File: src/rtl/rom_id_controller.sv
// Sweeps an 8 x 16-bit ID ROM once after reset and presents each ID with a valid strobe and index.
// Latency: address before edge k shows up on q after edge k+1; the first ID appears after edge 2.
// No backpressure: downstream must capture q on every cycle q_valid is high.
//
// Ports:
//   clk      system clock, rising edge
//   rst      asynchronous, active-low reset
//   address  controller ROM address (0..7, parks at 7)
//   q        registered ROM read data
//   q_valid  one-cycle strobe per scanned entry
//   q_index  address whose data is on q
//   done     high once every entry has been presented
module rom_id_controller #(
  parameter int                 ADDR_W     = 3,
  parameter int                 DATA_W     = 16,
  parameter logic [DATA_W-1:0]  ROM_INIT_0 = 16'h1111,
  parameter logic [DATA_W-1:0]  ROM_INIT_1 = 16'h2222,
  parameter logic [DATA_W-1:0]  ROM_INIT_2 = 16'h3333,
  parameter logic [DATA_W-1:0]  ROM_INIT_3 = 16'h4444,
  parameter logic [DATA_W-1:0]  ROM_INIT_4 = 16'h5555,
  parameter logic [DATA_W-1:0]  ROM_INIT_5 = 16'h6666,
  parameter logic [DATA_W-1:0]  ROM_INIT_6 = 16'h7777,
  parameter logic [DATA_W-1:0]  ROM_INIT_7 = 16'h8888
) (
  input  logic              clk,
  input  logic              rst,
  output logic [ADDR_W-1:0] address,
  output logic [DATA_W-1:0] q,
  output logic              q_valid,
  output logic [ADDR_W-1:0] q_index,
  output logic              done
);

  localparam logic [1:0] SCAN  = 2'd0;
  localparam logic [1:0] DRAIN = 2'd1;
  localparam logic [1:0] DONE  = 2'd2;

  localparam logic [ADDR_W-1:0] LAST_ADDR = '1;

  logic [1:0]        state;
  logic              drain_cnt;
  logic [ADDR_W-1:0] rom_addr;   // ROM address register (first pipeline stage)
  logic              rom_vld;    // rom_addr holds an address that must be reported
  logic [DATA_W-1:0] rom_dat;
  logic [DATA_W-1:0] rom [8];

  assign rom[0] = ROM_INIT_0;
  assign rom[1] = ROM_INIT_1;
  assign rom[2] = ROM_INIT_2;
  assign rom[3] = ROM_INIT_3;
  assign rom[4] = ROM_INIT_4;
  assign rom[5] = ROM_INIT_5;
  assign rom[6] = ROM_INIT_6;
  assign rom[7] = ROM_INIT_7;

  assign rom_dat = rom[rom_addr];

  // Controller: address walks 0..7 in SCAN; DRAIN lasts two cycles so the
  // last address (7) is issued once and then flushed through the pipeline.
  always_ff @(posedge clk or negedge rst) begin
    if (!rst) begin
      state     <= SCAN;
      address   <= '0;
      drain_cnt <= 1'b0;
    end else begin
      case (state)
        SCAN: begin
          address <= address + 1'b1;
          if (address == LAST_ADDR - 1'b1) state <= DRAIN;
        end
        DRAIN: begin
          drain_cnt <= 1'b1;
          if (drain_cnt) state <= DONE;
        end
        DONE: state <= DONE;
        default: state <= SCAN;
      endcase
    end
  end

  // Read pipeline. Only issued addresses load the output register, so q
  // stays at 0 until the first ID and holds the last ID once done.
  always_ff @(posedge clk or negedge rst) begin
    if (!rst) begin
      rom_addr <= '0;
      rom_vld  <= 1'b0;
      q        <= '0;
      q_valid  <= 1'b0;
      q_index  <= '0;
      done     <= 1'b0;
    end else begin
      rom_addr <= address;
      rom_vld  <= (state == SCAN) || ((state == DRAIN) && !drain_cnt);
      q_valid  <= rom_vld;
      if (rom_vld) begin
        q       <= rom_dat;
        q_index <= rom_addr;
      end
      done <= (state == DONE);
    end
  end

endmodule

File: config.mk
export PLATFORM = sky130hd
export DESIGN_NAME = rom_id_controller
export DESIGN_NICKNAME = d
export VERILOG_FILES = /design/src/rtl/rom_id_controller.sv
export SDC_FILE = /design/constraint.sdc
export NUM_CORES = 1
export LEC_CHECK = 0
export CORE_MARGIN = 2
export CORE_UTILIZATION = 48
export DETAILED_ROUTE_END_ITERATION = 8
export HOLD_SLACK_MARGIN = 0.1
export PLACE_DENSITY = 0.81
export SYNTH_ARGS = -nofsm -noshare
export SYNTH_HDL_FRONTEND = slang
export SYNTH_SLANG_ARGS = --single-unit
File: constraint.sdc
create_clock -name clk -period 3.15 [get_ports clk]
set_input_delay 0.7875 -clock clk [delete_from_list [all_inputs] [get_ports clk]]
set_output_delay 0.7875 -clock clk [all_outputs]
set_load 0.03 [all_outputs]
==> qor.yml <==
clock-sinks: 19
setup_viol: 0
fmaxAchievable_mhz: 454.6
status: "finished clean"
worstHoldPathCells: 0
fin_skew_ns: 0.005429
post_synth.cell_area_avg_um2: 12.79
start_util_pct: 50.92
hp-start: "address[1]"
dr.pass1.iters: 2
fin_crit_sh_pct: 69.83
cts_resized: 0
grt_max_degree: 20
layout_common_cells: "clkdlybuf4s50_1 (25), dfrtp_1 (19), inv_1 (8), ha_1 (8), mux2_2 (4)"
synth_cells: 68
r2r_end: "state[0]"
slowest_stage: "clkdlybuf4s50_1"
hp-class: "flop to flop"
crit_arrival_ns: 1.41
endpoint_kind: "output port"
fill_cells: 130
rsz0062_at_grt: "false"
drt_wl_total_um: 1151
fp.dieH_um: 46.57
numCtsBuffers: 3
drive_gt1_share_pct: 11.90
routedWlPerCell_um: 10.56
root_buffer: "clkbuf_4"
ir_drop_uv: 276.4
rows: 15
clock_path_buffers: 2
via_per_inst: 4.505
drv_slew: 0
setup_ws_ns: 0.9504
rr_worst_depth: 4
cts_tree: "built"
grt_pass1_vias: 424
syn-cell-area_um2: 869.6
startpoint_type: "flop"
first_iter_violations: 2
dp_hpwl_um: 868
syn_nets: 78
numPortBuffers: 25
antenna_left: 0
yosys_warnings: 0
postCtsSetupRepairBufs: 0
die_w_um: 46.57
cellPowerDensity_nw_per_um2: 343.2
cts_hold_buf: 0
worst_path_dominant_cell_family: "buffers and inverters"
ys_seq_area_share_pct: 54.68
ios: 26
vias: 491
crit_path_cell_trace: "clkdlybuf4s50_1"
route.detailed.drc: 0
path_max_fanout: 4
rr_startpoint: "state[0]"
yosys_register_bits: 19
clk_latency_ns: 0.30
relSlewSlack_pct: 45.85
grt_pass1_wl_um: 1814
post-place-ws_ns: 1.280
h-tree-depth: 1
yosysUniqueCellTypes: 18
hold_end: "rom_addr[1]"
cap_viol_max_count: 0
post-route-min-period_ns: 2.200
crit_type: "flop to output port"
gp_congestion: 0.6724
cp.required_ns: 2.36
core_um2: 1708
worstMarginPinSlew_ns: 0.8096
antenna_found_initial: 0
syn2layout_area_growth_pct: 24.46
regToRegSetupSlack_ns: 1.75
track_usage_pct: 12.49
hold_violations: 0
final_common_cell: "clkdlybuf4s50_1"
dieArea_um2: 2168
finalNetCount: 95
p_leak_nw: 0.4820
num_antenna_cells: 0
path_clk_slew_ns: 0.10
fin_tns_setup_ns: 0
path_buf_inv: 1
critPathMaxStageDelay_ns: 0.70
gr-total-overflow: 0
[cells by family after synthesis]
family	Yosys count	share of synthesized area, %
xor gates and xnor gates	2	2.015
buffers and inverters	21	14.39
adders and majority gates	8	11.51
DFF	19	54.68
AOI/OAI and AO/OA	4	3.596
muxes	9	11.22
and+or+nand+nor	5	2.590
[flip-flops by register name (all words and copies together) (netlist names)]
register	cells
q_index	3
drain_cnt	1
rom_vld	1
address	3
q	4
done	1
rom_addr	3
state	2
q_valid	1
[layout make-up]
type	instances	area [µm²]	area share, %
Timing Repair Buffer	25	250.2	23.12
Sequential cell	19	475.5	43.93
Inverter	8	30.03	2.775
Tap cell	25	31.28	2.890
Clock buffer	4	26.28	2.428
Multi-Input combinational cell	28	269.0	24.86
[stage by stage]
| stage | hold slack, ns | total power, mW | std cells | area [µm²] | utilization, % |
|---|---|---|---|---|---|
| finish | 0.4671 | 0.3715 | 109 | 1082 | 63.37 |
| floorplan | 0.3487 | 0.2486 | 68 | 869.6 | - |
| CTS | 0.4653 | 0.3810 | 109 | 1082 | 63.37 |
| global route | 0.4771 | 0.3889 | 109 | 1082 | 63.37 |
| global placement | 0.4310 | 0.2544 | 105 | 1056 | 61.83 |
| detailed placement | 0.4388 | 0.2545 | 105 | 1056 | 61.83 |
[how the worst max path moves through the flow]
stage | start | slack, ns | endpoint | depth (start not counted)
final | address[2] | 0.95 | address[2] | 1
after detailed placement | address[0] | 1.28 | address[0] | 1
after global routing | address[0] | 0.88 | address[0] | 1
after global placement | address[0] | 1.28 | address[0] | 1
after CTS | address[0] | 0.92 | address[0] | 1
after floorplan | q[14] | 1.60 | q[10] | 1
[report_power, final]
part / internal (mW) / switching, mW / total, mW
Sequential: 0.244 / 0 / 0.244
Combinational: 0.00109 / 0.00436 / 0.00544
Clock: 0.0493 / 0.0729 / 0.122
[synth_stat cells]
library cell | number | area (µm²)
a22oi_2 | 1 | 12.51
o21ai_0 | 1 | 5.000
a21oi_1 | 1 | 5.000
mux2i_1 | 3 | 30.03
a21o_2 | 1 | 8.760
ha_1 | 8 | 100.1
buf_4 | 12 | 90.09
mux2_2 | 4 | 45.04
xor2_1 | 1 | 8.760
nor2_1 | 1 | 3.750
nand3_1 | 1 | 5.000
or2_2 | 1 | 6.260
xnor2_1 | 1 | 8.760
inv_1 | 8 | 30.03
buf_2 | 1 | 5.000
dfrtp_1 | 19 | 475.5
mux2_1 | 2 | 22.52
nand2_1 | 2 | 7.510
[per-layer routing]
metal  global-route usage, %  wire length [µm]  vias up
met3                   2.745                85        2
met2                   20.00               536       22
met1                   14.75               504      232
met5                       0                 0        -
li1                        -                 -      235
met4                   8.571                25        0
No activity file was read; power rests on OpenSTA's default activity.
